$ cat config.mk
export PLATFORM = sky130hd
export DESIGN_NAME = jtag_master_flat
export DESIGN_NICKNAME = d
export VERILOG_FILES = /design/src/rtl/jtag_pkg.sv /design/src/rtl/jtag_master_if.sv /design/src/rtl/jtag_tck_gen.sv /design/src/rtl/jtag_master.sv /design/src/flat_wrapper.sv
export SDC_FILE = /design/constraint.sdc
export NUM_CORES = 1
export LEC_CHECK = 0
export CORE_MARGIN = 2
export CORE_UTILIZATION = 49
export CTS_CLUSTER_DIAMETER = 60
export CTS_CLUSTER_SIZE = 24
export DETAILED_ROUTE_END_ITERATION = 10
export GPL_ROUTABILITY_DRIVEN = 0
export PLACE_DENSITY = 0.75
export SLEW_MARGIN = 20
export SYNTH_ARGS = -nofsm -noshare
export SYNTH_HDL_FRONTEND = slang
export SYNTH_SLANG_ARGS = --single-unit
$ cat constraint.sdc
create_clock -name tclk -period 2.1 [get_ports tclk]
set_input_delay 0.42 -clock tclk [delete_from_list [all_inputs] [get_ports tclk]]
set_output_delay 0.42 -clock tclk [all_outputs]
set_load 0.02 [all_outputs]
$ cat src/rtl/jtag_pkg.sv
// Shared definitions for the JTAG master: op codes, IEEE 1149.1 TAP state encodings,
// sequence lengths and the TAP next-state function.
package jtag_pkg;

  typedef enum logic [1:0] {
    OP_RST  = 2'b00,
    OP_IR   = 2'b01,
    OP_DR   = 2'b10,
    OP_IDLE = 2'b11
  } op_e;

  typedef enum logic [3:0] {
    TapExit2Dr = 4'h0,
    TapExit1Dr = 4'h1,
    TapShiftDr = 4'h2,
    TapPauseDr = 4'h3,
    TapSelIr   = 4'h4,
    TapUpdDr   = 4'h5,
    TapCapDr   = 4'h6,
    TapSelDr   = 4'h7,
    TapExit2Ir = 4'h8,
    TapExit1Ir = 4'h9,
    TapShiftIr = 4'hA,
    TapPauseIr = 4'hB,
    TapRti     = 4'hC,
    TapUpdIr   = 4'hD,
    TapCapIr   = 4'hE,
    TapTlr     = 4'hF
  } tap_state_e;

  // tck counts from Run-Test/Idle to the first shift bit, and the leading tms=1 count of a reset.
  localparam int unsigned PRE_LEN_DR  = 3;
  localparam int unsigned PRE_LEN_IR  = 4;
  localparam int unsigned RST_TMS_CNT = 5;

  function automatic tap_state_e tap_next(input tap_state_e s, input logic tms);
    tap_state_e n;
    unique case (s)
      TapTlr:     n = tms ? TapTlr     : TapRti;
      TapRti:     n = tms ? TapSelDr   : TapRti;
      TapSelDr:   n = tms ? TapSelIr   : TapCapDr;
      TapCapDr:   n = tms ? TapExit1Dr : TapShiftDr;
      TapShiftDr: n = tms ? TapExit1Dr : TapShiftDr;
      TapExit1Dr: n = tms ? TapUpdDr   : TapPauseDr;
      TapPauseDr: n = tms ? TapExit2Dr : TapPauseDr;
      TapExit2Dr: n = tms ? TapUpdDr   : TapShiftDr;
      TapUpdDr:   n = tms ? TapSelDr   : TapRti;
      TapSelIr:   n = tms ? TapTlr     : TapCapIr;
      TapCapIr:   n = tms ? TapExit1Ir : TapShiftIr;
      TapShiftIr: n = tms ? TapExit1Ir : TapShiftIr;
      TapExit1Ir: n = tms ? TapUpdIr   : TapPauseIr;
      TapPauseIr: n = tms ? TapExit2Ir : TapPauseIr;
      TapExit2Ir: n = tms ? TapUpdIr   : TapShiftIr;
      TapUpdIr:   n = tms ? TapSelDr   : TapRti;
    endcase
    return n;
  endfunction

endpackage

$ cat src/rtl/jtag_master_if.sv
// Host command/response channel of the JTAG master. The host side is the master modport,
// the sequencer is the slave.
interface jtag_master_if #(
  parameter int unsigned MAX_LEN = 32,
  parameter int unsigned LEN_W   = 6
);

  logic               cmd_valid;
  logic               cmd_ready;
  logic [1:0]         cmd_op;
  logic [LEN_W-1:0]   cmd_len;
  logic [MAX_LEN-1:0] cmd_data;
  logic               rsp_valid;
  logic [MAX_LEN-1:0] rsp_data;
  logic               busy;

  modport master (
    output cmd_valid,
    output cmd_op,
    output cmd_len,
    output cmd_data,
    input  cmd_ready,
    input  rsp_valid,
    input  rsp_data,
    input  busy
  );

  modport slave (
    input  cmd_valid,
    input  cmd_op,
    input  cmd_len,
    input  cmd_data,
    output cmd_ready,
    output rsp_valid,
    output rsp_data,
    output busy
  );

endinterface

$ cat src/rtl/jtag_tck_gen.sv
// TAP clock divider: tck = tclk/2 while enabled, held low otherwise. Strobes mark the tclk
// edge on which tck falls (drive) or rises (sample).
module jtag_tck_gen (
  input  logic tclk,
  input  logic trst,
  input  logic enable,
  output logic tck_o,
  output logic drive_stb,
  output logic sample_stb
);

  logic r_tck;

  always_ff @(posedge tclk) begin
    if (trst) begin
      r_tck <= 1'b0;
    end else if (enable) begin
      r_tck <= ~r_tck;
    end else begin
      r_tck <= 1'b0;
    end
  end

  assign tck_o      = r_tck;
  assign drive_stb  = enable & r_tck & ~trst;
  assign sample_stb = enable & ~r_tck & ~trst;

endmodule

$ cat src/rtl/jtag_master.sv
// Command-driven JTAG sequencer: turns reset/IR/DR/idle-run commands into TMS/TDI bit
// streams, mirrors the TAP state and returns captured TDO bits.
module jtag_master
  import jtag_pkg::*;
#(
  parameter int unsigned MAX_LEN = 32,
  parameter int unsigned LEN_W   = 6
) (
  input  logic              tclk,
  input  logic              trst,
  jtag_master_if.slave      cmd_if,
  output logic              tck_o,
  output logic              tms_o,
  output logic              tdi_o,
  input  logic              tdo_i
);

  localparam int unsigned      IDX_W   = $clog2(MAX_LEN);
  localparam logic [LEN_W-1:0] LEN_MAX = LEN_W'(MAX_LEN);
  localparam logic [2:0]       RST_LAST = 3'(RST_TMS_CNT);

  typedef enum logic [2:0] {
    StInitRst,
    StIdle,
    StPre,
    StShift,
    StPost,
    StRun,
    StDone
  } state_e;

  state_e             r_state, w_state_nxt;
  logic [2:0]         r_step, w_step_nxt;
  logic [LEN_W-1:0]   r_cnt, w_cnt_nxt;
  logic [LEN_W-1:0]   r_last, w_last_nxt;
  logic [MAX_LEN-1:0] r_data, w_data_nxt;
  logic               r_tms, w_tms_nxt;
  logic               r_tdi, w_tdi_nxt;
  logic               r_is_ir, w_is_ir_nxt;
  logic               r_host, w_host_nxt;
  logic [MAX_LEN-1:0] r_rsp;
  tap_state_e         r_tap_state;

  logic               w_enable, w_drive, w_sample, w_ready, w_accept;
  logic [LEN_W-1:0]   w_scan_last;
  logic [2:0]         w_pre_last, w_pre_ones;
  op_e                w_op;

  jtag_tck_gen u_tck_gen (
    .tclk       (tclk),
    .trst       (trst),
    .enable     (w_enable),
    .tck_o      (tck_o),
    .drive_stb  (w_drive),
    .sample_stb (w_sample)
  );

  assign w_op       = op_e'(cmd_if.cmd_op);
  assign w_enable   = r_state inside {StInitRst, StPre, StShift, StPost, StRun};
  // The mirror check keeps a desynchronised sequencer from taking new work.
  assign w_ready    = (r_state inside {StIdle, StDone}) && (r_tap_state == TapRti);
  assign w_pre_last = r_is_ir ? 3'(PRE_LEN_IR - 1) : 3'(PRE_LEN_DR - 1);
  assign w_pre_ones = r_is_ir ? 3'(PRE_LEN_IR - 2) : 3'(PRE_LEN_DR - 2);

  // Scan length as a last-bit index: 0 behaves as 1, anything above MAX_LEN clamps.
  always_comb begin
    if (cmd_if.cmd_len == '0) begin
      w_scan_last = '0;
    end else if (cmd_if.cmd_len > LEN_MAX) begin
      w_scan_last = LEN_MAX - LEN_W'(1);
    end else begin
      w_scan_last = cmd_if.cmd_len - LEN_W'(1);
    end
  end

  always_ff @(posedge tclk) begin
    if (trst) begin
      r_state <= StInitRst;
      r_step  <= '0;
      r_cnt   <= '0;
      r_last  <= '0;
      r_data  <= '0;
      r_tms   <= 1'b1;
      r_tdi   <= 1'b0;
      r_is_ir <= 1'b0;
      r_host  <= 1'b0;
    end else begin
      r_state <= w_state_nxt;
      r_step  <= w_step_nxt;
      r_cnt   <= w_cnt_nxt;
      r_last  <= w_last_nxt;
      r_data  <= w_data_nxt;
      r_tms   <= w_tms_nxt;
      r_tdi   <= w_tdi_nxt;
      r_is_ir <= w_is_ir_nxt;
      r_host  <= w_host_nxt;
    end
  end

  // Each branch on w_drive ends the current tck bit and sets up tms/tdi for the next one.
  always_comb begin
    w_state_nxt = r_state;
    w_step_nxt  = r_step;
    w_cnt_nxt   = r_cnt;
    w_last_nxt  = r_last;
    w_data_nxt  = r_data;
    w_tms_nxt   = r_tms;
    w_tdi_nxt   = r_tdi;
    w_is_ir_nxt = r_is_ir;
    w_host_nxt  = r_host;
    w_accept    = 1'b0;

    unique case (r_state)
      StInitRst: begin
        if (w_drive) begin
          if (r_step == RST_LAST) begin
            w_state_nxt = r_host ? StDone : StIdle;
            w_tms_nxt   = 1'b0;
            w_host_nxt  = 1'b0;
          end else begin
            w_step_nxt = r_step + 3'd1;
            w_tms_nxt  = (r_step + 3'd1) < RST_LAST;
          end
        end
      end

      StIdle, StDone: begin
        if (r_state == StDone) begin
          w_state_nxt = StIdle;
        end
        if (cmd_if.cmd_valid && w_ready) begin
          w_accept   = 1'b1;
          w_step_nxt = '0;
          w_cnt_nxt  = '0;
          w_tdi_nxt  = 1'b0;
          w_host_nxt = 1'b0;
          unique case (w_op)
            OP_RST: begin
              w_state_nxt = StInitRst;
              w_tms_nxt   = 1'b1;
              w_host_nxt  = 1'b1;
            end
            OP_IR, OP_DR: begin
              w_state_nxt = StPre;
              w_tms_nxt   = 1'b1;
              w_is_ir_nxt = (w_op == OP_IR);
              w_last_nxt  = w_scan_last;
              w_data_nxt  = cmd_if.cmd_data;
            end
            OP_IDLE: begin
              w_state_nxt = (cmd_if.cmd_len == '0) ? StDone : StRun;
              w_tms_nxt   = 1'b0;
              w_last_nxt  = cmd_if.cmd_len - LEN_W'(1);
            end
          endcase
        end
      end

      StPre: begin
        if (w_drive) begin
          if (r_step == w_pre_last) begin
            w_state_nxt = StShift;
            w_cnt_nxt   = '0;
            w_tms_nxt   = (r_last == '0);
            w_tdi_nxt   = r_data[0];
          end else begin
            w_step_nxt = r_step + 3'd1;
            w_tms_nxt  = (r_step + 3'd1) < w_pre_ones;
          end
        end
      end

      StShift: begin
        if (w_drive) begin
          if (r_cnt == r_last) begin
            w_state_nxt = StPost;
            w_step_nxt  = '0;
            w_tms_nxt   = 1'b1;
            w_tdi_nxt   = 1'b0;
          end else begin
            w_cnt_nxt  = r_cnt + LEN_W'(1);
            w_tms_nxt  = (r_cnt + LEN_W'(1)) == r_last;
            w_data_nxt = r_data >> 1;
            w_tdi_nxt  = r_data[1];
          end
        end
      end

      StPost: begin
        if (w_drive) begin
          w_tms_nxt = 1'b0;
          if (r_step == 3'd0) begin
            w_step_nxt = 3'd1;
          end else begin
            w_state_nxt = StDone;
          end
        end
      end

      StRun: begin
        if (w_drive) begin
          if (r_cnt == r_last) begin
            w_state_nxt = StDone;
          end else begin
            w_cnt_nxt = r_cnt + LEN_W'(1);
          end
        end
      end

      default: w_state_nxt = StIdle;
    endcase
  end

  always_ff @(posedge tclk) begin
    if (trst) begin
      r_rsp <= '0;
    end else if (w_accept) begin
      r_rsp <= '0;
    end else if (w_sample && (r_state == StShift)) begin
      r_rsp[r_cnt[IDX_W-1:0]] <= tdo_i;
    end
  end

  // The TAP moves on the rising tck, using the tms value driven for that bit.
  always_ff @(posedge tclk) begin
    if (trst) begin
      r_tap_state <= TapTlr;
    end else if (w_sample) begin
      r_tap_state <= tap_next(r_tap_state, r_tms);
    end
  end

  assign tms_o            = r_tms;
  assign tdi_o            = r_tdi;
  assign cmd_if.cmd_ready = w_ready;
  assign cmd_if.busy      = ~w_ready;
  assign cmd_if.rsp_valid = (r_state == StDone);
  assign cmd_if.rsp_data  = r_rsp;

endmodule

$ cat src/flat_wrapper.sv
// flat-port wrapper written by rule: the top's interface ports become plain ports
module jtag_master_flat import jtag_pkg::*;
#(
  parameter int unsigned MAX_LEN = 32,
  parameter int unsigned LEN_W   = 6
)
  (tclk, trst, tck_o, tms_o, tdi_o, tdo_i, cmd_if_cmd_valid, cmd_if_cmd_op, cmd_if_cmd_len, cmd_if_cmd_data, cmd_if_cmd_ready, cmd_if_rsp_valid, cmd_if_rsp_data, cmd_if_busy);
  jtag_master_if #(.MAX_LEN(MAX_LEN), .LEN_W(LEN_W)) cmd_if_i ();
  input  logic tclk;
  input  logic trst;
  output logic tck_o;
  output logic tms_o;
  output logic tdi_o;
  input  logic tdo_i;
  input wire logic [$bits(cmd_if_i.cmd_valid)-1:0] cmd_if_cmd_valid;
  input wire logic [$bits(cmd_if_i.cmd_op)-1:0] cmd_if_cmd_op;
  input wire logic [$bits(cmd_if_i.cmd_len)-1:0] cmd_if_cmd_len;
  input wire logic [$bits(cmd_if_i.cmd_data)-1:0] cmd_if_cmd_data;
  output wire logic [$bits(cmd_if_i.cmd_ready)-1:0] cmd_if_cmd_ready;
  output wire logic [$bits(cmd_if_i.rsp_valid)-1:0] cmd_if_rsp_valid;
  output wire logic [$bits(cmd_if_i.rsp_data)-1:0] cmd_if_rsp_data;
  output wire logic [$bits(cmd_if_i.busy)-1:0] cmd_if_busy;
  assign cmd_if_i.cmd_valid = cmd_if_cmd_valid;
  assign cmd_if_i.cmd_op = cmd_if_cmd_op;
  assign cmd_if_i.cmd_len = cmd_if_cmd_len;
  assign cmd_if_i.cmd_data = cmd_if_cmd_data;
  assign cmd_if_cmd_ready = cmd_if_i.cmd_ready;
  assign cmd_if_rsp_valid = cmd_if_i.rsp_valid;
  assign cmd_if_rsp_data = cmd_if_i.rsp_data;
  assign cmd_if_busy = cmd_if_i.busy;
  jtag_master #(.MAX_LEN(MAX_LEN), .LEN_W(LEN_W)) u_core (.tclk(tclk), .trst(trst), .cmd_if(cmd_if_i), .tck_o(tck_o), .tms_o(tms_o), .tdi_o(tdi_o), .tdo_i(tdo_i));
endmodule
==> results.toml <==
[run_status]
outcome = "complete, no violations"

[clock_network]
cts_max_level = 3
hold_buffers = 0
cts_made_buffers = 9
cts_tree = "done"
ctsLongestPathBuffers = 2
cts_root_buffer = "clkbuf_8"
cts.sinks = 91
clk_pin_slew_worst_paths_ps = 90
clkLatencyLatePin_ps = 370

[routing]
vias_per_cell = 5.862
vias = 5452
routed_wl_um = 14620
postRouteAntennaNets = 0
dr_wl_met2_um = 7507
dr.max_layer_used = "met4"
drc_errors = 0
wire_per_inst_um = 15.72
drt-met1-wl_um = 6123
wl_met3_um = 763
drt-pass1-iter-count = 6
drtIter0Drc = 381

[critical_path]
cp-end-kind = "flip-flop"
critPathRequiredTime_ps = 2340
setup.worst_path.start_class = "flip-flop"
cp_max_fo = 5
setup.worst_path.class = "reg2reg"
slowest_stage = "or3_4"
crit_top_cell = "buf_6"
r2r-start = "u_core.r_step[0]"
startpoint = "u_core.r_step[0]"
worstPathArrival_ps = 2310
max_stage_delay_ps = 370
path_cells = "buf_6, ha_4, nand3b_1, or3_4, and3_4, buf_6, nor4_4, o32ai_2"

[floorplan]
core_um2 = 10420
dieArea_um2 = 11630
chipHeight_um = 107.8
num_rows = 37
die_w_um = 107.8
floorplan.initialDensity_pct = 50.73
ioPinCount = 82

[timing]
hold_viol = 0
setup_viol = 0
fmax_ghz = 0.4840
slew_violations = 0
worst_pin_slew_ps = 633.0
post-route-min-period_ps = 2066
finClkSkew_ps = 6.517
period_share_pct = 98.39
slew_headroom_pct = 57.80

[synthesis]
synth_edf_count = 0
syn_inst = 678
synth_area_leaders = "dfxtp_1 34%, nand2_1 8.7%, a311oi_2 8.2%, a21oi_1 4.5%, o21ai_0 3.8%"
syn_area_um2 = 5284
yosysMostFrequentCell = "nand2_1"
ys_seq_area_share_pct = 34.48
synth.distinct_cells = 61
ys_warn_count = 0
synthArstFlopShare_pct = 0
synth_top_cell_area_share_pct = 34.48
ys_seq_elements = 91
synth_fp_nets = 736
synth_top_area_cell = "dfxtp_1"
synth-main-ff-cell = "dfxtp_1"
synth_top_cells_by_count = "123 x nand2_1, 91 x dfxtp_1, 51 x nor2_1"
synth.avg_cell_area_um2 = 7.793

[grt]
grt_max_degree = 41
antenna_found_initial = 0
track_usage_pct = 24.92
grt_pass1_wl_um = 23720
grt_overflow_total = 0
grt_pass1_vias = 5265

[pwr]
cellPowerDensity_nw_per_um2 = 465.2
power.leakage_nw = 2.436
ir_drop_uv = 494.9
total_power_mw = 3.239

[place]
dp_hpwl_um = 10130
io_buffer_count = 81

[worst_hold_path]
min_from = "u_core.r_data[31]"
holdCritPathClass = "reg2reg"

[cells_and_area]
nets = 847
syn2layout_area_growth_pct = 31.78
nFillCells = 883
finish.utilization_pct = 66.85
diodes = 0
final_layout_size_suffix_gt1_share_pct = 19.02

[flow_run]
maxCapViolCount = 0
stage by stage:
step / TNS, ps / worst slack [ps] / instance area [um2] / std cells / hold WS, ps
after detailed placement: -4014 / -153.6 / 6566 / 910 / 457.1
final: 0 / 33.79 / 6963 / 930 / 467.8
after floorplan: 0 / 43.00 / 5284 / 678 / 428.6
after global placement: -2831 / -101.6 / 6566 / 910 / 438.2
after global routing: -321.3 / -48.41 / 6963 / 930 / 488.0
after CTS: -38.54 / -38.54 / 6775 / 926 / 465.5
what timing repair did:
item                       CTS  global route
gates resized for setup     20            25
pin swaps                    3             5
setup buffers                0             2
cloned                       0             2
setup endpoints to repair   37            48
power by group:
| part | switching, mW | leakage, nW | internal [mW] |
|---|---|---|---|
| sequential | 0.0117 | 0.735 | 1.74 |
| clock | 0.678 | 0.0860 | 0.436 |
| combinational | 0.184 | 1.61 | 0.192 |
| total | 0.873 | 2.44 | 2.37 |
cell type report:
type	count	area [um2]	area share, %
multi-input cells	508	3257	46.77
flip-flops and latches	91	1824	26.20
repair buffers	156	1450	20.83
well taps	136	170.2	2.444
clock buffers	9	123.9	1.779
inverters	23	86.33	1.240
clock inverters	7	51.30	0.7367
flip-flops by register name, indices dropped and copies added (netlist names):
register                cells
u_core.u_tck_gen.tck_o      1
u_core.r_last               6
u_core.r_state              3
u_core.tms_o                1
u_core.r_data              32
u_core.r_host               1
u_core.r_cnt                6
u_core.r_tap_state          4
u_core.tdi_o                1
u_core.r_is_ir              1
u_core.cmd_if.rsp_data     32
u_core.r_step               3
cells in the final DEF (no fill, tap or decap), drive strengths merged, types with 11 or more instances in the layout:
| cell type | count |
|---|---|
| nand3 | 22 |
| inv | 25 |
| dfxtp | 91 |
| nand4 | 13 |
| buf | 76 |
| clkdlybuf4s50 | 77 |
| clkbuf | 11 |
| o21ai | 41 |
| nor3 | 39 |
| ha | 14 |
| nand2 | 123 |
| a21oi | 47 |
| a311oi | 35 |
| nor2 | 51 |
path summary, 6_finish.rpt:
path / end / slack, ps / cells past startpoint
setup reg to reg: u_core.r_cnt[3] / 30 / 8
hold reg to reg: u_core.r_data[31] / 470 / 2
setup / recovery: u_core.r_cnt[3] / 30 / 8
hold / removal: u_core.r_data[31] / 470 / 2
logic make-up (layout without fill, tap and decap cells):
group           count (synthesis)  in the layout  synth area share [%]
fa+ha+maj                      14             14                 3.315
xor+xnor                       15             15                 2.486
mux                             3              3                0.5683
buf+inv                        79            195                 6.535
simple gates                  299            299                 26.50
compound gates                177            177                 26.12
flops                          91             91                 34.48
worst max-delay path, delay by kind of cell (launching register included):
family,cells,cell delay (ps)
AOI/OAI and AO/OA,1,130
adders and majority gates,1,250
buffers and inverters,2,260
DFF,1,340
and+or+nand+nor,4,970
metal layers:
metal,track usage [%],up-vias
met5,0,-
met4,8.425,0
met3,4.358,24
met2,44.25,172
met1,30.22,2613
li1,-,2643
(Power assumes the default switching activity.)
